**src/rtl/datapath_seq_ctrl_if.sv**
```systemverilog
// Instruction-fetch handshake and datapath control bundle between the
// sequencer (master) and the memory/register-file/ALU side (slave).
interface datapath_seq_ctrl_if #(
  parameter int DATA_WIDTH = 32,
  parameter int ADDR_WIDTH = 5
);
  logic                  imem_req;
  logic [DATA_WIDTH-1:0] imem_addr;
  logic                  imem_valid;
  logic [DATA_WIDTH-1:0] imem_rdata;
  logic                  EQ;
  logic [ADDR_WIDTH-1:0] rs1;
  logic [ADDR_WIDTH-1:0] rs2;
  logic [ADDR_WIDTH-1:0] rd;
  logic                  RegWrite;
  logic                  ALUsrc;
  logic                  ALUctrl;
  logic [DATA_WIDTH-1:0] ImmOp;

  modport master (
    output imem_req, imem_addr,
    input  imem_valid, imem_rdata, EQ,
    output rs1, rs2, rd, RegWrite, ALUsrc, ALUctrl, ImmOp
  );

  modport slave (
    input  imem_req, imem_addr,
    output imem_valid, imem_rdata, EQ,
    input  rs1, rs2, rd, RegWrite, ALUsrc, ALUctrl, ImmOp
  );
endinterface

```
**src/rtl/datapath_seq_ctrl.sv**
```systemverilog
// Multi-cycle sequencer for the register-file/ALU datapath: fetches, decodes and
// executes addi/add/bne one at a time; any other encoding halts the core.
module datapath_seq_ctrl #(
  parameter int                    DATA_WIDTH = 32,
  parameter int                    ADDR_WIDTH = 5,
  parameter logic [DATA_WIDTH-1:0] RESET_PC   = {DATA_WIDTH{1'b0}}
) (
  input  logic                  clk,
  input  logic                  rst,
  input  logic                  run,
  datapath_seq_ctrl_if.master   bus,
  output logic [DATA_WIDTH-1:0] pc,
  output logic [DATA_WIDTH-1:0] retired,
  output logic                  halted
);

  typedef enum logic [2:0] {
    ST_IDLE   = 3'd0,
    ST_FETCH  = 3'd1,
    ST_DECODE = 3'd2,
    ST_EXEC   = 3'd3,
    ST_HALT   = 3'd4
  } state_e;

  typedef enum logic [1:0] {
    OP_ILL  = 2'd0,
    OP_ADDI = 2'd1,
    OP_ADD  = 2'd2,
    OP_BNE  = 2'd3
  } op_e;

  localparam logic [DATA_WIDTH-1:0] PC_STEP  = {{(DATA_WIDTH-3){1'b0}}, 3'b100};
  localparam logic [DATA_WIDTH-1:0] ONE      = {{(DATA_WIDTH-1){1'b0}}, 1'b1};
  localparam logic [DATA_WIDTH-1:0] ZERO     = {DATA_WIDTH{1'b0}};
  localparam logic [ADDR_WIDTH-1:0] REG_ZERO = {ADDR_WIDTH{1'b0}};

  function automatic op_e classify(input logic [31:0] w);
    case (w[6:0])
      7'b0010011: classify = (w[14:12] == 3'b000) ? OP_ADDI : OP_ILL;
      7'b0110011: classify = ((w[14:12] == 3'b000) && (w[31:25] == 7'b0000000)) ? OP_ADD : OP_ILL;
      7'b1100011: classify = (w[14:12] == 3'b001) ? OP_BNE : OP_ILL;
      default:    classify = OP_ILL;
    endcase
  endfunction

  function automatic logic [DATA_WIDTH-1:0] imm_of(input op_e op, input logic [31:0] w);
    case (op)
      OP_ADDI: imm_of = {{(DATA_WIDTH-12){w[31]}}, w[31:20]};
      OP_BNE:  imm_of = {{(DATA_WIDTH-13){w[31]}}, w[31], w[7], w[30:25], w[11:8], 1'b0};
      default: imm_of = {DATA_WIDTH{1'b0}};
    endcase
  endfunction

  state_e                state_r, state_nxt_s;
  op_e                   fetch_op_s, dec_op_s;
  logic                  fetch_done_s;
  logic [DATA_WIDTH-1:0] pc_r, pc_nxt_s, retired_r, ir_r, immop_r;
  logic [ADDR_WIDTH-1:0] rs1_r, rs2_r, rd_r;
  logic                  imem_req_r, reg_write_r, alusrc_r, aluctrl_r, halted_r;

  // Next-state and next-PC selection
  always_comb begin
    state_nxt_s  = state_r;
    pc_nxt_s     = pc_r;
    fetch_done_s = 1'b0;
    fetch_op_s   = classify(bus.imem_rdata[31:0]);
    dec_op_s     = classify(ir_r[31:0]);
    case (state_r)
      ST_IDLE: begin
        if (run) state_nxt_s = ST_FETCH;
        else     state_nxt_s = ST_IDLE;
      end
      ST_FETCH: begin
        if (bus.imem_valid) begin
          state_nxt_s  = ST_DECODE;
          fetch_done_s = 1'b1;
        end else begin
          state_nxt_s  = ST_FETCH;
        end
      end
      ST_DECODE: begin
        if (dec_op_s == OP_ILL) state_nxt_s = ST_HALT;
        else                    state_nxt_s = ST_EXEC;
      end
      ST_EXEC: begin
        // Branch taken only when the datapath reports the operands differ
        if ((dec_op_s == OP_BNE) && !bus.EQ) pc_nxt_s = pc_r + immop_r;
        else                                 pc_nxt_s = pc_r + PC_STEP;
        if (run) state_nxt_s = ST_FETCH;
        else     state_nxt_s = ST_IDLE;
      end
      ST_HALT: begin
        state_nxt_s = ST_HALT;
      end
      default: begin
        state_nxt_s = ST_IDLE;
      end
    endcase
  end

  // State register
  always_ff @(posedge clk or posedge rst) begin
    if (rst) state_r <= ST_IDLE;
    else     state_r <= state_nxt_s;
  end

  // Architectural state and registered control outputs
  always_ff @(posedge clk or posedge rst) begin
    if (rst) begin
      pc_r        <= RESET_PC;
      retired_r   <= ZERO;
      ir_r        <= ZERO;
      imem_req_r  <= 1'b0;
      reg_write_r <= 1'b0;
      alusrc_r    <= 1'b0;
      aluctrl_r   <= 1'b0;
      immop_r     <= ZERO;
      rs1_r       <= REG_ZERO;
      rs2_r       <= REG_ZERO;
      rd_r        <= REG_ZERO;
      halted_r    <= 1'b0;
    end else begin
      imem_req_r  <= (state_nxt_s == ST_FETCH);
      halted_r    <= (state_nxt_s == ST_HALT);
      reg_write_r <= (state_nxt_s == ST_EXEC) && (dec_op_s != OP_BNE) && (rd_r != REG_ZERO);
      if (state_r == ST_EXEC) begin
        pc_r      <= pc_nxt_s;
        retired_r <= retired_r + ONE;
      end
      // Operand fields are captured with the instruction so they are valid
      // throughout DECODE, held across EXEC and cleared afterwards.
      if (fetch_done_s) begin
        ir_r      <= bus.imem_rdata;
        rs1_r     <= ADDR_WIDTH'(bus.imem_rdata[19:15]);
        rs2_r     <= ADDR_WIDTH'(bus.imem_rdata[24:20]);
        rd_r      <= ADDR_WIDTH'(bus.imem_rdata[11:7]);
        alusrc_r  <= (fetch_op_s == OP_ADDI);
        aluctrl_r <= (fetch_op_s == OP_BNE);
        immop_r   <= imm_of(fetch_op_s, bus.imem_rdata[31:0]);
      end else if (state_nxt_s != ST_EXEC) begin
        rs1_r     <= REG_ZERO;
        rs2_r     <= REG_ZERO;
        rd_r      <= REG_ZERO;
        alusrc_r  <= 1'b0;
        aluctrl_r <= 1'b0;
        immop_r   <= ZERO;
      end
    end
  end

  assign bus.imem_req  = imem_req_r;
  assign bus.imem_addr = pc_r;
  assign bus.rs1       = rs1_r;
  assign bus.rs2       = rs2_r;
  assign bus.rd        = rd_r;
  assign bus.RegWrite  = reg_write_r;
  assign bus.ALUsrc    = alusrc_r;
  assign bus.ALUctrl   = aluctrl_r;
  assign bus.ImmOp     = immop_r;
  assign pc            = pc_r;
  assign retired       = retired_r;
  assign halted        = halted_r;

endmodule

```
**src/flat_wrapper.sv**
```systemverilog
// flat-port wrapper written by rule: the top's interface ports become plain ports
module datapath_seq_ctrl_flat 
#(
  parameter int                    DATA_WIDTH = 32,
  parameter int                    ADDR_WIDTH = 5,
  parameter logic [DATA_WIDTH-1:0] RESET_PC   = {DATA_WIDTH{1'b0}}
)
  (clk, rst, run, pc, retired, halted, bus_imem_req, bus_imem_addr, bus_imem_valid, bus_imem_rdata, bus_EQ, bus_rs1, bus_rs2, bus_rd, bus_RegWrite, bus_ALUsrc, bus_ALUctrl, bus_ImmOp);
  datapath_seq_ctrl_if #(.DATA_WIDTH(DATA_WIDTH), .ADDR_WIDTH(ADDR_WIDTH)) bus_i ();
  input  logic clk;
  input  logic rst;
  input  logic run;
  output logic [DATA_WIDTH-1:0] pc;
  output logic [DATA_WIDTH-1:0] retired;
  output logic halted;
  output wire logic [$bits(bus_i.imem_req)-1:0] bus_imem_req;
  output wire logic [$bits(bus_i.imem_addr)-1:0] bus_imem_addr;
  input wire logic [$bits(bus_i.imem_valid)-1:0] bus_imem_valid;
  input wire logic [$bits(bus_i.imem_rdata)-1:0] bus_imem_rdata;
  input wire logic [$bits(bus_i.EQ)-1:0] bus_EQ;
  output wire logic [$bits(bus_i.rs1)-1:0] bus_rs1;
  output wire logic [$bits(bus_i.rs2)-1:0] bus_rs2;
  output wire logic [$bits(bus_i.rd)-1:0] bus_rd;
  output wire logic [$bits(bus_i.RegWrite)-1:0] bus_RegWrite;
  output wire logic [$bits(bus_i.ALUsrc)-1:0] bus_ALUsrc;
  output wire logic [$bits(bus_i.ALUctrl)-1:0] bus_ALUctrl;
  output wire logic [$bits(bus_i.ImmOp)-1:0] bus_ImmOp;
  assign bus_imem_req = bus_i.imem_req;
  assign bus_imem_addr = bus_i.imem_addr;
  assign bus_i.imem_valid = bus_imem_valid;
  assign bus_i.imem_rdata = bus_imem_rdata;
  assign bus_i.EQ = bus_EQ;
  assign bus_rs1 = bus_i.rs1;
  assign bus_rs2 = bus_i.rs2;
  assign bus_rd = bus_i.rd;
  assign bus_RegWrite = bus_i.RegWrite;
  assign bus_ALUsrc = bus_i.ALUsrc;
  assign bus_ALUctrl = bus_i.ALUctrl;
  assign bus_ImmOp = bus_i.ImmOp;
  datapath_seq_ctrl #(.DATA_WIDTH(DATA_WIDTH), .ADDR_WIDTH(ADDR_WIDTH), .RESET_PC(RESET_PC)) u_core (.clk(clk), .rst(rst), .run(run), .bus(bus_i), .pc(pc), .retired(retired), .halted(halted));
endmodule
```
**config.mk**
```make
export PLATFORM = sky130hd
export DESIGN_NAME = datapath_seq_ctrl_flat
export DESIGN_NICKNAME = d
export VERILOG_FILES = /design/src/rtl/datapath_seq_ctrl_if.sv /design/src/rtl/datapath_seq_ctrl.sv /design/src/flat_wrapper.sv
export SDC_FILE = /design/constraint.sdc
export NUM_CORES = 1
export LEC_CHECK = 0
export ABC_AREA = 1
export CORE_ASPECT_RATIO = 0.6
export CORE_MARGIN = 10
export CORE_UTILIZATION = 58
export CTS_BUF_LIST = sky130_fd_sc_hd__clkbuf_8
export DETAILED_ROUTE_END_ITERATION = 6
export PLACE_DENSITY = 0.94
export SLEW_MARGIN = 5
export SYNTH_ARGS = -nofsm -noshare
export SYNTH_HDL_FRONTEND = slang
export SYNTH_SLANG_ARGS = --single-unit
```
**constraint.sdc**
```tcl
create_clock -name clk -period 7.2 [get_ports clk]
set_input_delay 1.44 -clock clk [delete_from_list [all_inputs] [get_ports clk]]
set_output_delay 1.44 -clock clk [all_outputs]
set_load 0.05 [all_outputs]
```
**Word-level counts from Yosys, hierarchy flattened**

Index checks and enable logic that the tools add are counted.

- Flip-flop bits (word level): 151
- Input bits: 37

- Eq/ne operators: 20
- Add/sub/neg operators: 3
- Multiplexer cells: 25
- Reductions and logical operators: 15

Operators with widths:

| kind | count |
|---|---|
| 32-bit two-way mux | 3 |
| 32-bit one-hot mux with 2 select lines | 1 |
| 32-bit by 1-bit adder with 32-bit output (second input constant) | 1 |
| 32-bit by 3-bit adder with 32-bit output (second input constant) | 1 |
| 32-bit adder | 1 |
| 5-bit two-way mux | 4 |
| 7-bit by 5-bit == test with 1-bit output (second input constant) | 2 |
| 7-bit by 6-bit == test with 1-bit output (second input constant) | 2 |
| 7-bit == test (second input constant) | 2 |
| 7-bit logical NOT | 2 |
| 3-bit by 1-bit == test with 1-bit output (second input constant) | 4 |
| 2-bit one-hot mux with 3 select lines | 2 |
| 3-bit one-hot mux with 4 select lines | 1 |
| 2-bit two-way mux | 5 |
| 3-bit by 2-bit == test with 1-bit output (second input constant) | 3 |
| 3-bit logical NOT | 3 |
| 1-bit two-way mux | 8 |
| 3-bit == test (second input constant) | 2 |
| 1-bit logical AND | 5 |
| 5-bit nonzero test | 1 |
| 2-bit == test (second input constant) | 2 |
| 3-bit two-way mux | 1 |
| 3-bit by 2-bit inequality test with 1-bit output (second input constant) | 1 |
| 2-bit by 1-bit == test with 1-bit output (second input constant) | 1 |
| 5 further kinds | 5 |

**Depth between registers and ports, before layout**

- Depth after elaboration: 10
- Depth in mapped cells: 14
- Gate-level depth less buffers: 14

**Least setup slack after synthesis**

Ideal clock, no wire load.

- Path type: register to output
- From: register, netlist name u_core.bus.ImmOp[30]
- To: output port bus_ImmOp[13]
- Cell stages (with the launch flop): 2
- Path slack: 4.125 ns
- Buffers on the path: 1
- Required time: 5.760 ns
- Data arrival time: 1.635 ns
- Cells stage by stage: dfrtp_1 buf_4

RTL lines:

| item | RTL line | text |
|---|---|---|
| to (decl) | flat_wrapper.sv:27 | `output wire logic [$bits(bus_i.ImmOp)-1:0] bus_ImmOp;` |

==> results <==
- The relative slew slack is 38.1%.
- The power share of the sequential group is 30.9%.
- In this run, post-CTS repair resized a total of 0 instances.
- The maximum number of buffers from clock root to sink is 2.
- The number of antenna diodes in the final layout is 0.
- The proportion of layout cells with a drive suffix above 1 is a little over 5%.
- The synthesized netlist devotes 36.9% of its cell area to simple gates.
- The die is between 100 and 150 um tall.
- CTS saw between 100 and 150 sinks.
- For this configuration, the core starts out at a cell density of 59.4%.
- The half-perimeter wire length after detailed placement is 23700 um.
- The worst setup path is captured at an output pin.
- met2 is the most crowded layer.
- The violation count after the first detailed-routing iteration is between 1000 and 1500.
- The number of synthesized register bits is between 100 and 150.
- Prior to clock tree synthesis, the placed netlist has a worst setup slack of 3.53 ns.
- The max-cap check violation count is 0.
- The number of instances in the synthesized netlist is roughly 1300.
- The number of fill cells in the layout is approximately 1100.
- Based on the critical path, the design can be clocked at up to approximately 280 MHz.
- The most critical setup path has its startpoint at u_core.bus.ImmOp[30].
- After detailed routing, the average wire length per cell comes to 19.0 um.
- For the final routed database, the setup TNS stands at 0 ns.
- The flow ran to the end, and the final reports show no timing, DRC or antenna violations.
- Setup repair after global routing left no endpoint under its margin.
- The number of global-route vias before repair is a little under 9000.
- The worst voltage drop across the vdd grid is 0.261 mV.
- The H-tree was split into 4 levels.
- Combinational cells account for approximately 53% of the total power.
- For the worst setup path, the data arrival time is ~2.1 ns.
- between 150 and 200 I/O pins were placed.
- After synthesis, the share of flip-flops with an asynchronous set or reset is between 90% and 100%.
- Dividing the detail-routed via count by the number of cells gives 5.73.
- Global routing consumed, on the met1 layer, roughly two fifths of the routing resources.
- Of the total synthesized cell area, the portion taken by XOR and XNOR cells is between 4 and 5%.
- The count of cells in the finished layout, fillers not included, comes to approximately 1600.
- From left edge to right edge, the die measures between 150 and 200 um.
- The post-synthesis compound-gate area fraction is between 7 and 8%.
- The largest net degree at the start of global routing is between 70 and 80.
- The number of buffers inserted by hold repair at cts is 0.
- After synthesis, the share of cell area in mux cells is 0%.
- The final number of hold-violating endpoints is 0.
- Once detail routing completed, the nets flagged for antenna violations numbered 0.
- The floorplan step defined a core boundary enclosing ~15000 um^2.
- For this design the ratio of total power to cell area is 348 nW/um^2.
- The global-route track usage on met2 is a little over two fifths.
- Cells fill 73.4% of the core in the end.
- The top flip-flop cell by instance count after synthesis is sky130_fd_sc_hd__dfrtp_1.
- The path class of the tightest hold or removal check is register to register.
- The number of clock buffers added by TritonCTS is 17.
- The switching power of the nets is between 1.5 and 2 mW.
- The area growth from synthesis to final layout is 23.6%.
- The root buffer cell is sky130_fd_sc_hd__clkbuf_8.
- The internal power of the cells totals 1.73 mW.
- The distinct cell type count after synthesis is between 50 and 60.
- In this run the mean area of a mapped cell was between 6 and 7 um^2.
- The number of rows in the core area is 34.
- Net switching is between 50 and 60% of the power.
- The number of iterations in the first detailed-routing pass is 6.
- TritonCTS built the clock tree.
- Between clock sinks in the finished design, the worst skew comes to between 0.015 and 0.02 ns.
- The total overflow reported by the global router is 0.
- The routed layout has around 9200 vias.
- The source of the worst hold timing path is u_core.bus.rs1[4].
- The total die area is between 20000 and 25000 um^2.
- The category of the worst setup path launch point is a register.
- The initial antenna violation count is 0.
- The aggregate routed wire length is ~31000 um.
- During synthesis, Yosys emitted a total of 0 warnings.
- The final estimated routing congestion in global placement is 1.09.
- The first global-routing pass estimated around 47000 um of wire.
- Buffers added to address setup during post-CTS repair amount to 0.
- After Yosys synthesis, full adders, half adders and majority gates account for 5.01% of the synthesized area.
- The worst register-to-register path begins at u_core.bus.ImmOp[30].
- Data on the critical path is required at its endpoint by roughly 5.8 ns.
- Across the whole layout, storage elements account for roughly 2900 um^2.
- In this run the static leakage power is about 5.4 nW.
- In this run the cell area measured after placement is between 10000 and 15000 um^2.
- Once placement completed, the tool counted placed cells totaling 1574.
- Summing all non-filler instances in the final layout gives an area of around 11000 um^2.
- The register clock-pin slew on the reported worst setup and hold paths is roughly 0.07 ns.
- In the final layout, the multi-input gates occupy between 4000 and 5000 um^2.
- The count of input and output buffers is around 180.
- In the global route stage, met3 resource usage came out at about an eighth.
- The count of endpoints failing setup in the final report is 0.
- Synthesis produced a netlist with a net count of between 1000 and 1500.
- The summed instance area of the synthesized netlist is roughly 8600 um^2.
- The final net count is between 1000 and 1500.
- The largest fanout of any net on the critical path is 41.
- The transition time at the pin with the least slew margin is about 0.93 ns.
- The post-detailed-route DRC marker count is 0.
- For the finished layout, the period the worst path requires is approximately 3.5 ns.
- The number of max-slew violations in the final report is 0.
- The clock reaches the later pin of the worst-skew pair after approximately 0.46 ns.
- After layout, the worst path uses about half of the clock period.
- Across every metal layer, demand over resource in global routing totals between 20 and 30%.
- The clock share of power is about 17%.
- The least setup slack across all paths after layout is 3.66 ns.
- The worst setup path is of the register to output pin kind.
- The synthesized design contains 0 enable-type register cells.
- The share of the yosys chip area belonging to registers is between 30% and 40%.
- By area, the combinational part of the netlist is dominated by simple AND/OR/NAND/NOR gates.
worst max-delay path, stage by stage, from the launching register on:
cell and delay, ns:
sky130_fd_sc_hd__dfrtp_1 0.33, sky130_fd_sc_hd__buf_4 0.39, sky130_fd_sc_hd__clkdlybuf4s50_1 0.90
path summary, 6_finish.rpt:
kind | depth (start not counted) | end | slack, ns
setup / recovery | 2 | bus_ImmOp[19] | 3.66
hold reg to reg | 2 | u_core.bus.rs1[4] | 0.47
max in group asynchronous | 3 | u_core.bus.imem_addr[15] | 4.47
hold / removal | 2 | u_core.bus.rs1[4] | 0.47
min in group asynchronous | 2 | u_core.retired[7] | 1.40
setup reg to reg | 10 | u_core.bus.imem_addr[27] | 4.59
power groups by stage:
| stage | clock network [mW] | logic, mW | registers (mW) |
|---|---|---|---|
| floorplan | 0 | 1.06 | 1.37 |
| global placement | 0 | 1.87 | 1.12 |
| detailed placement | 0 | 1.91 | 1.12 |
| CTS | 0.609 | 1.93 | 1.12 |
| global route | 0.645 | 2.07 | 1.15 |
| finish | 0.617 | 1.95 | 1.15 |
metal layers:
metal  vias to the layer above  wire length [um]
li1                       4238                 -
met2                       550             13000
met3                        74              4450
met4                         0               602
met5                         -                 0
met1                      4345             12500
sequential cells by signal (all words and copies together) (netlist names), 3 cells and up:
signal / flops
u_core.state_r: 3
u_core.bus.rs1: 5
u_core.bus.imem_addr: 32
u_core.bus.rs2: 5
u_core.ir_r: 17
u_core.bus.ImmOp: 13
u_core.bus.rd: 5
u_core.retired: 32
layout by cell type (no fill, tap or decap), drive strengths merged, types with 2 or more instances in the layout:
cell | netlist | final
xnor2 | 16 | 16
clkbuf | 11 | 18
a21oi | 49 | 49
bufinv | 0 | 2
xor2 | 27 | 27
ha | 33 | 33
nand3b | 12 | 12
nand4 | 22 | 22
inv | 152 | 156
a21o | 5 | 5
clkinv | 2 | 7
o22ai | 4 | 4
dfrtp | 117 | 117
clkdlybuf4s50 | 0 | 184
o21ai | 40 | 40
a22oi | 4 | 4
nor4 | 10 | 10
o211ai | 5 | 5
o21bai | 3 | 3
or2 | 16 | 16
nand3 | 87 | 87
nor3 | 26 | 26
buf | 59 | 3
clkinvlp | 0 | 3
nand2 | 428 | 428
nor2 | 120 | 120
o21a | 2 | 2
nor3b | 2 | 2
stage by stage:
| stage | power (mW) | hold slack (ns) |
|---|---|---|
| 3_5_place_dp | 3.04 | 0.459 |
| 6_report | 3.71 | 0.472 |
| 2_1_floorplan | 2.42 | 0.449 |
| 4_1_cts | 3.66 | 0.478 |
| 3_3_place_gp | 2.99 | 0.456 |
| 5_1_grt | 3.86 | 0.498 |
Yosys cell counts, types with 2 or more instances:
library cell | instances | area (um^2)
sky130_fd_sc_hd__nand3_2 | 3 | 30.0
sky130_fd_sc_hd__a21oi_1 | 49 | 245
sky130_fd_sc_hd__nor4_2 | 2 | 25.0
sky130_fd_sc_hd__o21ai_0 | 31 | 155
sky130_fd_sc_hd__o211ai_1 | 5 | 37.5
sky130_fd_sc_hd__inv_1 | 146 | 548
sky130_fd_sc_hd__xor2_1 | 27 | 236
sky130_fd_sc_hd__o22ai_1 | 4 | 25.0
sky130_fd_sc_hd__xnor2_1 | 15 | 131
sky130_fd_sc_hd__clkbuf_1 | 11 | 41.3
sky130_fd_sc_hd__nor3b_1 | 2 | 15.0
sky130_fd_sc_hd__clkinv_1 | 2 | 7.51
sky130_fd_sc_hd__nor2_4 | 5 | 56.3
sky130_fd_sc_hd__nor4_1 | 7 | 43.8
sky130_fd_sc_hd__nor2_1 | 112 | 420
sky130_fd_sc_hd__a21o_1 | 5 | 37.5
sky130_fd_sc_hd__nand2_1 | 424 | 1590
sky130_fd_sc_hd__buf_6 | 2 | 22.5
sky130_fd_sc_hd__nand3b_1 | 12 | 90.1
sky130_fd_sc_hd__o21bai_1 | 3 | 22.5
sky130_fd_sc_hd__o21a_1 | 2 | 15.0
sky130_fd_sc_hd__nor3_1 | 22 | 110
sky130_fd_sc_hd__ha_1 | 33 | 413
sky130_fd_sc_hd__nand2_2 | 4 | 25.0
sky130_fd_sc_hd__or2_0 | 8 | 50.1
sky130_fd_sc_hd__dfrtp_1 | 117 | 2930
sky130_fd_sc_hd__nand3_1 | 83 | 415
sky130_fd_sc_hd__or2_2 | 7 | 43.8
sky130_fd_sc_hd__o21ai_1 | 9 | 45.0
sky130_fd_sc_hd__buf_4 | 52 | 390
sky130_fd_sc_hd__inv_2 | 5 | 18.8
sky130_fd_sc_hd__nor3_2 | 3 | 30.0
sky130_fd_sc_hd__a22oi_1 | 4 | 30.0
sky130_fd_sc_hd__buf_2 | 4 | 20.0
sky130_fd_sc_hd__nor2_2 | 3 | 18.8
sky130_fd_sc_hd__nand4_1 | 21 | 131
area by class of cell:
class	count	area share [%]
clock buffer	18	2.32
clock inverter	14	1.43
inverter	154	5.48
multi-input combinational	918	43.6
sequential	117	27.4
tap	198	2.32
timing repair buffer	187	17.5
kinds of logic (layout without fill, tap and decap cells):
kind of cell | after synthesis | after routing
AND/OR/NAND/NOR | 725 | 725
XOR/XNOR | 43 | 43
flip-flops | 117 | 117
buffers and inverters | 224 | 373
AO/OA/AOI/OAI | 116 | 116
adder cells (fa/ha/maj) | 34 | 34
Note: power is estimated with default switching activity, not from simulation.
